<file path="config.mk">
export PLATFORM = sky130hd
export DESIGN_NAME = mem_arbiter_flat
export DESIGN_NICKNAME = d
export VERILOG_FILES = /design/src/rtl/mem_arbiter_if.sv /design/src/rtl/mem_arbiter.sv /design/src/flat_wrapper.sv
export SDC_FILE = /design/constraint.sdc
export NUM_CORES = 1
export LEC_CHECK = 0
export ABC_AREA = 0
export CORE_ASPECT_RATIO = 0.7
export CORE_MARGIN = 3
export CORE_UTILIZATION = 40
export CTS_CLUSTER_DIAMETER = 150
export DETAILED_ROUTE_END_ITERATION = 8
export PLACE_DENSITY = 0.81
export RECOVER_POWER = 100
export SLEW_MARGIN = 20
export SYNTH_ARGS = -nofsm -noshare
export SYNTH_HDL_FRONTEND = slang
export SYNTH_SLANG_ARGS = --single-unit
</file>
<file path="constraint.sdc">
create_clock -name clk -period 2 [get_ports clk]
set_input_delay 0.3 -clock clk [delete_from_list [all_inputs] [get_ports clk]]
set_output_delay 0.3 -clock clk [all_outputs]
set_load 0.02 [all_outputs]
</file>
<file path="src/rtl/mem_arbiter_if.sv">
// Bus bundle between the two requesters (fetch, data), the arbiter and the
// shared single-port RAM. The "slave" modport is the arbiter's view; the
// "master" modport is the view of the requesters plus the RAM model.
interface mem_arbiter_if #(
    parameter int ADDR_W = 16,
    parameter int DATA_W = 16
);
    // fetch port
    logic              if_req;
    logic [ADDR_W-1:0] if_addr;
    logic              if_gnt;
    logic [DATA_W-1:0] if_rdata;
    logic              if_valid;
    // data port
    logic              d_req;
    logic              d_rw;
    logic [ADDR_W-1:0] d_addr;
    logic [DATA_W-1:0] d_wdata;
    logic              d_gnt;
    logic [DATA_W-1:0] d_rdata;
    logic              d_valid;
    // shared RAM
    logic [ADDR_W-1:0] mem_addr;
    logic              mem_rw;
    logic [DATA_W-1:0] mem_in;
    logic [DATA_W-1:0] mem_out;

    modport slave (
        input  if_req, if_addr, d_req, d_rw, d_addr, d_wdata, mem_out,
        output if_gnt, if_rdata, if_valid, d_gnt, d_rdata, d_valid,
               mem_addr, mem_rw, mem_in
    );

    modport master (
        output if_req, if_addr, d_req, d_rw, d_addr, d_wdata, mem_out,
        input  if_gnt, if_rdata, if_valid, d_gnt, d_rdata, d_valid,
               mem_addr, mem_rw, mem_in
    );
endinterface

</file>
<file path="src/rtl/mem_arbiter.sv">
// Two-port arbiter in front of a single-port RAM with asynchronous read.
// Pipeline: accept stage (combinational grant, registered capture) followed
// by one ACCESS cycle driving the RAM; the RAM read data is registered into
// the winner's rdata at the end of ACCESS and its valid pulses one cycle.
// Optional feature: define MEM_ARB_ROUND_ROBIN_EN for alternating priority on
// simultaneous requests; otherwise the data port always wins.
module mem_arbiter #(
    parameter int ADDR_W = 16,
    parameter int DATA_W = 16
) (
    input  logic          clk,
    input  logic          rst_n,
    mem_arbiter_if.slave  bus
);

    // Everything the ACCESS cycle needs to know about the accepted request.
    typedef struct packed {
        logic              id_d;   // 1 = data port won, 0 = fetch port
        logic              rw;     // 1 = write (data port only)
        logic [ADDR_W-1:0] addr;
        logic [DATA_W-1:0] wdata;
    } acc_t;

    logic              if_gnt_c;
    logic              d_gnt_c;
    logic              acc_vld_d, acc_vld_q;
    acc_t              acc_d,     acc_q;
    logic              if_valid_d, if_valid_q;
    logic              d_valid_d,  d_valid_q;
    logic [DATA_W-1:0] if_rdata_d, if_rdata_q;
    logic [DATA_W-1:0] d_rdata_d,  d_rdata_q;

`ifdef MEM_ARB_ROUND_ROBIN_EN
    // 1 = data port wins the next tie; reset leaves it data-favoured
    logic prio_d_d, prio_d_q;
`endif

    // Grant: only to a requesting port, never both, nothing while in reset.
    always_comb begin
        if_gnt_c = 1'b0;
        d_gnt_c  = 1'b0;
        if (rst_n) begin
`ifdef MEM_ARB_ROUND_ROBIN_EN
            if (bus.d_req && bus.if_req) begin
                d_gnt_c  = prio_d_q;
                if_gnt_c = !prio_d_q;
            end else begin
                d_gnt_c  = bus.d_req;
                if_gnt_c = bus.if_req;
            end
`else
            d_gnt_c  = bus.d_req;
            if_gnt_c = bus.if_req && !bus.d_req;
`endif
        end
    end

`ifdef MEM_ARB_ROUND_ROBIN_EN
    // Pointer moves to the other port after every grant.
    always_comb begin
        prio_d_d = prio_d_q;
        if (d_gnt_c)
            prio_d_d = 1'b0;
        else if (if_gnt_c)
            prio_d_d = 1'b1;
    end

    // Priority pointer register.
    always_ff @(posedge clk or negedge rst_n) begin
        if (!rst_n)
            prio_d_q <= 1'b1;
        else
            prio_d_q <= prio_d_d;
    end
`endif

    // Accept stage: capture the winner into the ACCESS registers.
    always_comb begin
        acc_vld_d = d_gnt_c || if_gnt_c;
        acc_d     = acc_q;
        if (d_gnt_c) begin
            acc_d.id_d  = 1'b1;
            acc_d.rw    = bus.d_rw;
            acc_d.addr  = bus.d_addr;
            acc_d.wdata = bus.d_wdata;
        end else if (if_gnt_c) begin
            acc_d.id_d  = 1'b0;
            acc_d.rw    = 1'b0;
            acc_d.addr  = bus.if_addr;
            acc_d.wdata = '0;
        end
    end

    // Response stage: route RAM read data to the port that owned ACCESS.
    // A store also returns the pre-write contents as its ack data.
    always_comb begin
        if_valid_d = acc_vld_q && !acc_q.id_d;
        d_valid_d  = acc_vld_q &&  acc_q.id_d;
        if_rdata_d = if_valid_d ? bus.mem_out : if_rdata_q;
        d_rdata_d  = d_valid_d  ? bus.mem_out : d_rdata_q;
    end

    // Pipeline registers; async reset aborts any access in flight.
    always_ff @(posedge clk or negedge rst_n) begin
        if (!rst_n) begin
            acc_vld_q  <= 1'b0;
            acc_q      <= '0;
            if_valid_q <= 1'b0;
            d_valid_q  <= 1'b0;
            if_rdata_q <= '0;
            d_rdata_q  <= '0;
        end else begin
            acc_vld_q  <= acc_vld_d;
            acc_q      <= acc_d;
            if_valid_q <= if_valid_d;
            d_valid_q  <= d_valid_d;
            if_rdata_q <= if_rdata_d;
            d_rdata_q  <= d_rdata_d;
        end
    end

    // RAM drive is forced to zero whenever no access is in progress.
    assign bus.mem_addr = acc_vld_q ? acc_q.addr  : '0;
    assign bus.mem_in   = acc_vld_q ? acc_q.wdata : '0;
    assign bus.mem_rw   = acc_vld_q && acc_q.id_d && acc_q.rw;

    assign bus.if_gnt   = if_gnt_c;
    assign bus.d_gnt    = d_gnt_c;
    assign bus.if_valid = if_valid_q;
    assign bus.d_valid  = d_valid_q;
    assign bus.if_rdata = if_rdata_q;
    assign bus.d_rdata  = d_rdata_q;

endmodule

</file>
<file path="src/flat_wrapper.sv">
// flat-port wrapper written by rule: the top's interface ports become plain ports
module mem_arbiter_flat 
#(
    parameter int ADDR_W = 16,
    parameter int DATA_W = 16
)
  (clk, rst_n, bus_if_req, bus_if_addr, bus_d_req, bus_d_rw, bus_d_addr, bus_d_wdata, bus_mem_out, bus_if_gnt, bus_if_rdata, bus_if_valid, bus_d_gnt, bus_d_rdata, bus_d_valid, bus_mem_addr, bus_mem_rw, bus_mem_in);
  mem_arbiter_if #(.ADDR_W(ADDR_W), .DATA_W(DATA_W)) bus_i ();
  input  logic clk;
  input  logic rst_n;
  input wire logic [$bits(bus_i.if_req)-1:0] bus_if_req;
  input wire logic [$bits(bus_i.if_addr)-1:0] bus_if_addr;
  input wire logic [$bits(bus_i.d_req)-1:0] bus_d_req;
  input wire logic [$bits(bus_i.d_rw)-1:0] bus_d_rw;
  input wire logic [$bits(bus_i.d_addr)-1:0] bus_d_addr;
  input wire logic [$bits(bus_i.d_wdata)-1:0] bus_d_wdata;
  input wire logic [$bits(bus_i.mem_out)-1:0] bus_mem_out;
  output wire logic [$bits(bus_i.if_gnt)-1:0] bus_if_gnt;
  output wire logic [$bits(bus_i.if_rdata)-1:0] bus_if_rdata;
  output wire logic [$bits(bus_i.if_valid)-1:0] bus_if_valid;
  output wire logic [$bits(bus_i.d_gnt)-1:0] bus_d_gnt;
  output wire logic [$bits(bus_i.d_rdata)-1:0] bus_d_rdata;
  output wire logic [$bits(bus_i.d_valid)-1:0] bus_d_valid;
  output wire logic [$bits(bus_i.mem_addr)-1:0] bus_mem_addr;
  output wire logic [$bits(bus_i.mem_rw)-1:0] bus_mem_rw;
  output wire logic [$bits(bus_i.mem_in)-1:0] bus_mem_in;
  assign bus_i.if_req = bus_if_req;
  assign bus_i.if_addr = bus_if_addr;
  assign bus_i.d_req = bus_d_req;
  assign bus_i.d_rw = bus_d_rw;
  assign bus_i.d_addr = bus_d_addr;
  assign bus_i.d_wdata = bus_d_wdata;
  assign bus_i.mem_out = bus_mem_out;
  assign bus_if_gnt = bus_i.if_gnt;
  assign bus_if_rdata = bus_i.if_rdata;
  assign bus_if_valid = bus_i.if_valid;
  assign bus_d_gnt = bus_i.d_gnt;
  assign bus_d_rdata = bus_i.d_rdata;
  assign bus_d_valid = bus_i.d_valid;
  assign bus_mem_addr = bus_i.mem_addr;
  assign bus_mem_rw = bus_i.mem_rw;
  assign bus_mem_in = bus_i.mem_in;
  mem_arbiter #(.ADDR_W(ADDR_W), .DATA_W(DATA_W)) u_core (.clk(clk), .rst_n(rst_n), .bus(bus_i));
endmodule
</file>
==> results.ini, run 1 <==
[yosys]
avgSynthCellArea_um2=12.6
yosysSeqAreaShare=0.567
synth_area_mm2=0.00305
yosysUniqueCellTypes=20
postSynthRegisterBits=69
yosys_warnings=0
syn_inst=242
synth_nets=311

[power_and_ir_drop]
combPwrFrac=0.257
sequentialPowerShare=0.393
clock_power_share=0.350
p_sw_uw=1230
p_per_area_mw_per_mm2=982
internal_power_uw=3230
swShare=0.276
ir_drop_v=0.000485
p_leak_uw=0.00208

[drt]
ant_nets=0
drt-initial-drc-count=106
viasPerCell=4.94
detailedRoute.firstPassIterationCount=8
wl_per_cell_um=16.9
routed_wl_mm=8.19
vias=2389
drc=0

[layout]
n_antenna_cell=0
fin_nets=454
final_util=0.642
fill_cells=590
synthToLayoutAreaGrowth_pct=49.0
drive_above_1_share=0.128
final_cell_area_mm2=0.00454

[place]
post-dp-hpwl_mm=5.81
gp_congestion=0.774
post_dp_cell_area_mm2=0.00448
io_buffer_count=137
place_worst_setup_slack_ns=-0.0660

[floorplanning]
initial_utilization=0.431
fp-row-count=25
design.die.area_mm2=0.00872
die-height_um=79.0
die_w_um=110
placeableCoreArea_mm2=0.00707
io_pins=138

[timing]
hold_violations=0
finalSetupViolCount=0
timing.max_slew.rel_slack=0.222
fin_skew_ns=0.00770
fin_ws_ns=0.0921
fin_setup_tns_ns=0
max_freq_ghz=0.524
tightest_slew_ns=1.16
period_share=0.954
rsz0062_at_grt=no
final_max_slew_viol_count=0
fin_crit_ns=1.91

[setup_path]
cp.required_ns=1.70
path_max_fanout=16
path_class=register to output port
crit_path_end_kind=output port
start_kind=register
cp.arrival_ns=1.61

[global_route]
overflow=0
grt_max_degree=35
grtUsageTotal=0.195
grt_pass1_vias=2528
grt_antenna_before_repair=0
grt_pass1_wl_mm=12.9

[clocking]
cts_tree=done
htreeDepth=3
root_buffer=clkbuf_8
clockBufferDepth=2
numCtsBuffers=9
insertion_delay_ns=0.34
clock_sink_count=69
clk_pin_slew_ns=0.07

[worst_hold_path]
min_path_type=input port to register

[run]
drv_cap=0

[status]
status=completed

==> through the flow <==
stage	hold slack, ns	total power [uW]	instances
2_1_floorplan	0.00441	2410	242
3_3_place_gp	0.111	3060	466
3_5_place_dp	0.117	3100	466
4_1_cts	0.300	4690	484
5_1_grt	0.398	4690	484
6_report	0.374	4460	484
==> worst max-delay path, cell delays in order, from the launching register on <==
cell and delay (ns):
dfrtp_1 0.35, buf_4 0.18, and2_1 0.13, clkdlybuf4s50_1 0.60
==> final cells by class <==
cell class              instances  area (um2)  area share
flip-flops and latches         69        1730       0.380
repair buffers                149        1260       0.278
multi-input cells             122        1020       0.226
clock buffers                  11         151      0.0333
clock inverters                 5         129      0.0284
inverters                      34         128      0.0281
well taps                      94         118      0.0259
==> power groups by stage <==
| stage | Sequential [uW] | Clock, uW | Combinational (uW) |
|---|---|---|---|
| finish | 1750 | 1560 | 1140 |
| global route | 1780 | 1670 | 1230 |
| CTS | 1770 | 1610 | 1320 |
| detailed placement | 1790 | 0 | 1310 |
| global placement | 1770 | 0 | 1290 |
| floorplan | 1970 | 0 | 446 |
==> flip-flops by register name (all words and copies together) (netlist names) <==
signal / cells
u_core.bus.if_rdata: 16
u_core.bus.d_valid: 1
u_core.bus.d_rdata: 16
u_core.acc_q: 34
u_core.acc_vld_q: 1
u_core.bus.if_valid: 1
==> layer usage <==
metal	vias to the layer above	wire length (um)	GRT usage	part of all wire
met2	115	3850	0.306	0.47
met5	-	0	0	0
met3	14	769	0.0642	0.094
met4	0	131	0.0738	0.016
met1	1155	3440	0.251	0.42
li1	1105	-	-	-
==> repair_timing <==
item / CTS / global route
hold endpoints to repair: 40 / 0
setup endpoints to repair: 2 / 28
hold buffers: 2 / 0
setup buffers: 0 / 0
gates resized for setup: 2 / 28
==> worst paths after layout <==
path                                                    start                                  to  slack (ns)  depth (start not counted)
setup reg to reg                   u_core.acc_vld_q$_DFF_PN0_  u_core.bus.d_rdata[11]$_DFFE_PN0P_        0.35                          3
setup / recovery                   u_core.acc_vld_q$_DFF_PN0_                       bus_mem_in[9]        0.09                          3
hold reg to reg            u_core.bus.if_rdata[7]$_DFFE_PN0P_  u_core.bus.if_rdata[7]$_DFFE_PN0P_        0.49                          1
hold / removal                                          rst_n        u_core.acc_q[33]$_DFFE_PN0P_        0.37                          3
max in group asynchronous                               rst_n         u_core.acc_q[2]$_DFFE_PN0P_        0.77                          3
min in group asynchronous                               rst_n        u_core.acc_q[33]$_DFFE_PN0P_        0.52                          2
==> cell usage after synthesis <==
| master | count | share of area |
|---|---|---|
| and2_1 | 32 | 0.066 |
| buf_12 | 1 | 0.0066 |
| nor2b_1 | 17 | 0.035 |
| a222oi_1 | 16 | 0.053 |
| nand2_1 | 1 | 0.0012 |
| nor2b_4 | 1 | 0.0045 |
| buf_6 | 5 | 0.018 |
| mux2_4 | 9 | 0.044 |
| nor2_1 | 1 | 0.0012 |
| clkbuf_1 | 5 | 0.0062 |
| a22o_1 | 17 | 0.049 |
| dfrtp_1 | 69 | 0.57 |
| inv_1 | 34 | 0.042 |
| a21o_1 | 1 | 0.0025 |
| mux2_2 | 23 | 0.085 |
| nand2_2 | 1 | 0.0021 |
| o21ai_2 | 1 | 0.0029 |
| and3_1 | 1 | 0.0021 |
| and2_4 | 1 | 0.0029 |
| buf_2 | 6 | 0.0099 |
==> cell usage in the layout, fill, tap and decap left out, drive strengths merged <==
master / n
nor2: 1
inv: 35
and2: 33
bufinv: 4
nand2: 2
dlygate4sd3: 36
nor2b: 18
dfrtp: 69
dlygate4sd2: 2
a21o: 1
and3: 1
clkdlybuf4s50: 72
a22o: 17
mux2: 32
a222oi: 16
clkbuf: 47
buf: 3
o21ai: 1
==> cell families after synthesis <==
logic type,after synthesis,synth area share
DFF,69,0.567
AOI/OAI and AO/OA,35,0.107
and+or+nand+nor,55,0.115
muxes,32,0.129
buffers and inverters,51,0.0829
Note: power is estimated with default switching activity, not from simulation.
==> run 2: changes to the inputs <==
- TNS_END_PERCENT: unset -> 30
==> results of run 2 <==
Same layout as run 1: the final DEF is identical, and so are final timing and power.
==> run 3: changes to the inputs <==
- CAP_MARGIN: unset -> 40
- CORE_UTILIZATION: 40 -> 45
- PLACE_DENSITY: 0.81 -> 0.89
==> run 3 against run 2 <==
Die area down 10%. Critical path depth unchanged. Clock skew down 0.0019 ns. Sequential share of layout area up 0.39 points. Largest cell class unchanged. Global-route usage up 2.5 points. Core utilization up 6.0 points. Combinational power about the same. First-iteration DRC count up 34%. Clock-buffer cell count unchanged. Routed wire length up 1.1%. Critical endpoint is now bus_mem_in[7]. Largest power group unchanged.
==> results.ini, run 3 (same netlist as run 1, synthesis figures left out) <==
[place]
gp_congestion=0.822  ; was 0.774
dp_cells=461  ; was 466
io_buffer_count=137  ; unchanged
place_worst_setup_slack_ns=0.0845  ; was -0.0660 ns
post-dp-hpwl_mm=5.83  ; was 5.81 mm
post_dp_cell_area_mm2=0.00451  ; was 0.00448 mm2

[drt]
met3WireLength_um=742  ; was 769 um
vias=2422  ; was 2389
drc=0  ; unchanged
wl_met2_mm=3.98  ; was 3.85 mm
ant_nets=0  ; unchanged
highest_layer=met4  ; unchanged
detailedRoute.firstPassIterationCount=5  ; was 8
m1WireLength_mm=3.43  ; was 3.44 mm
drt-initial-drc-count=142  ; was 106
routed_wl_mm=8.27  ; was 8.19 mm
viasPerCell=5.08  ; was 4.94
wl_per_cell_um=17.3  ; was 16.9 um

[setup_path]
cp.arrival_ns=1.65  ; was 1.61 ns
slowest_stage=clkdlybuf4s50_1  ; unchanged
path_class=register to output port  ; unchanged
path_buf_inv=2  ; unchanged
crit_path_end_kind=output port  ; unchanged
cp.required_ns=1.70  ; about the same
path_max_fanout=35  ; was 16
worstPathCellList=buf_12, and2_1, clkdlybuf4s50_1  ; was buf_4, and2_1, clkdlybuf4s50_1
cp_slowest_stage_delay_ns=0.61  ; was 0.60 ns
cp_top_family=buffers and inverters  ; unchanged
start_kind=register  ; unchanged

[clocking]
insertion_delay_ns=0.34  ; about the same
clock_sink_count=69  ; unchanged
post_cts_buffers=0  ; unchanged
numCtsBuffers=9  ; unchanged
cts_tree=done  ; unchanged
root_buffer=clkbuf_8  ; unchanged
htreeDepth=3  ; unchanged
clockBufferDepth=2  ; unchanged
clk_pin_slew_ns=0.07  ; about the same

[run]
drv_cap=0  ; unchanged

[global_route]
grt_pass1_vias=2529  ; was 2528
grt_pass1_wl_mm=13.2  ; was 12.9 mm
grtUsageTotal=0.220  ; was 0.195
grt_antenna_before_repair=0  ; unchanged
overflow=0  ; unchanged
grt_max_degree=48  ; was 35

[timing]
max_freq_ghz=0.512  ; was 0.524 GHz
timing.max_slew.rel_slack=0.110  ; was 0.222
fin_crit_ns=1.95  ; was 1.91 ns
holdWs_ns=0.360  ; was 0.374 ns
finalSetupViolCount=0  ; unchanged
fin_skew_ns=0.00579  ; was 0.00770 ns
hold_violations=0  ; unchanged
fin_setup_tns_ns=0  ; unchanged
fin_ws_ns=0.0482  ; was 0.0921 ns
tightest_slew_ns=1.34  ; was 1.16 ns
period_share=0.976  ; was 0.954
final_max_slew_viol_count=0  ; unchanged

[layout]
synthToLayoutAreaGrowth_pct=47.5  ; was 49.0%
fin_nets=450  ; was 454
layout_common_cells=75 x clkdlybuf4s50_1, 69 x dfrtp_1, 34 x inv_1, 34 x dlygate4sd3_1, 33 x and2_1  ; was 72 x clkdlybuf4s50_1, 69 x dfrtp_1, 36 x dlygate4sd3_1
final_cell_area_mm2=0.00449  ; was 0.00454 mm2
n_antenna_cell=0  ; unchanged
largest_reg_flops=34  ; unchanged
drive_above_1_share=0.119  ; was 0.128
top_register=u_core.acc_q  ; unchanged
layout_commonest_cell=clkdlybuf4s50_1  ; unchanged
final_cells=477  ; was 484

[floorplanning]
placeableCoreArea_mm2=0.00640  ; was 0.00707 mm2
die_w_um=104  ; was 110 um
fp-row-count=24  ; was 25
io_pins=138  ; unchanged
die-height_um=74.9  ; was 79.0 um
initial_utilization=0.477  ; was 0.431
design.die.area_mm2=0.00781  ; was 0.00872 mm2

[power_and_ir_drop]
p_per_area_mw_per_mm2=937  ; was 982 mW/mm2
p_leak_uw=0.00204  ; was 0.00208 uW
ir_drop_v=0.000524  ; was 0.000485 V

[worst_hold_path]
min_path_type=input port to register  ; unchanged

[status]
status=completed  ; unchanged

## run 3: metal layers
layer / track usage / up-vias
li1: - / 1102
met3: 0.0908 / 12
met1: 0.272 / 1185
met2: 0.361 / 123
met4: 0.0649 / 0
met5: 0 / -
## run 3: what timing repair did
action | in CTS | in global routing
endpoints found under the hold margin | 0 | 0
setup endpoints to repair | 0 | 27
gates resized for setup | 0 | 27
hold buffers | 0 | 0
## run 3: layout make-up
cell class / count / area [um2]
Timing Repair Buffer: 145 / 1270
Clock inverter: 5 / 81.3
Clock buffer: 11 / 151
Multi-Input combinational cell: 122 / 1020
Sequential cell: 69 / 1730
Tap cell: 91 / 114
Fill cell: 515 / 1900
Inverter: 34 / 128
## run 3: worst min-delay path, cell delays in order
cell and delay, ns:
clkbuf_1 0.13, nand2_1 0.10, a21o_1 0.13
## run 3: final timing paths
| path | from | end | slack, ns | cells past startpoint |
|---|---|---|---|---|
| worst max-delay path | u_core.acc_vld_q$_DFF_PN0_ | bus_mem_in[7] | 0.05 | 3 |
| worst min-delay path | rst_n | u_core.acc_q[33]$_DFFE_PN0P_ | 0.36 | 3 |
| worst max register to register | u_core.acc_vld_q$_DFF_PN0_ | u_core.bus.d_rdata[0]$_DFFE_PN0P_ | 0.33 | 3 |
| worst min register to register | u_core.bus.if_rdata[14]$_DFFE_PN0P_ | u_core.bus.if_rdata[14]$_DFFE_PN0P_ | 0.49 | 1 |
| max in group asynchronous | rst_n | u_core.bus.d_rdata[9]$_DFFE_PN0P_ | 0.68 | 3 |
| min in group asynchronous | rst_n | u_core.acc_q[25]$_DFFE_PN0P_ | 0.48 | 2 |
## run 3: metrics by stage
step                utilization  total power [uW]
floorplan                     -              2410
global placement          0.699              3060
detailed placement        0.705              3110
CTS                       0.741              4430
global route              0.703              4420
finish                    0.703              4210
## run 3: power breakdown
part           internal (uW)  switching, uW
Sequential              1630            121
Combinational            574            580
Clock                    772            532
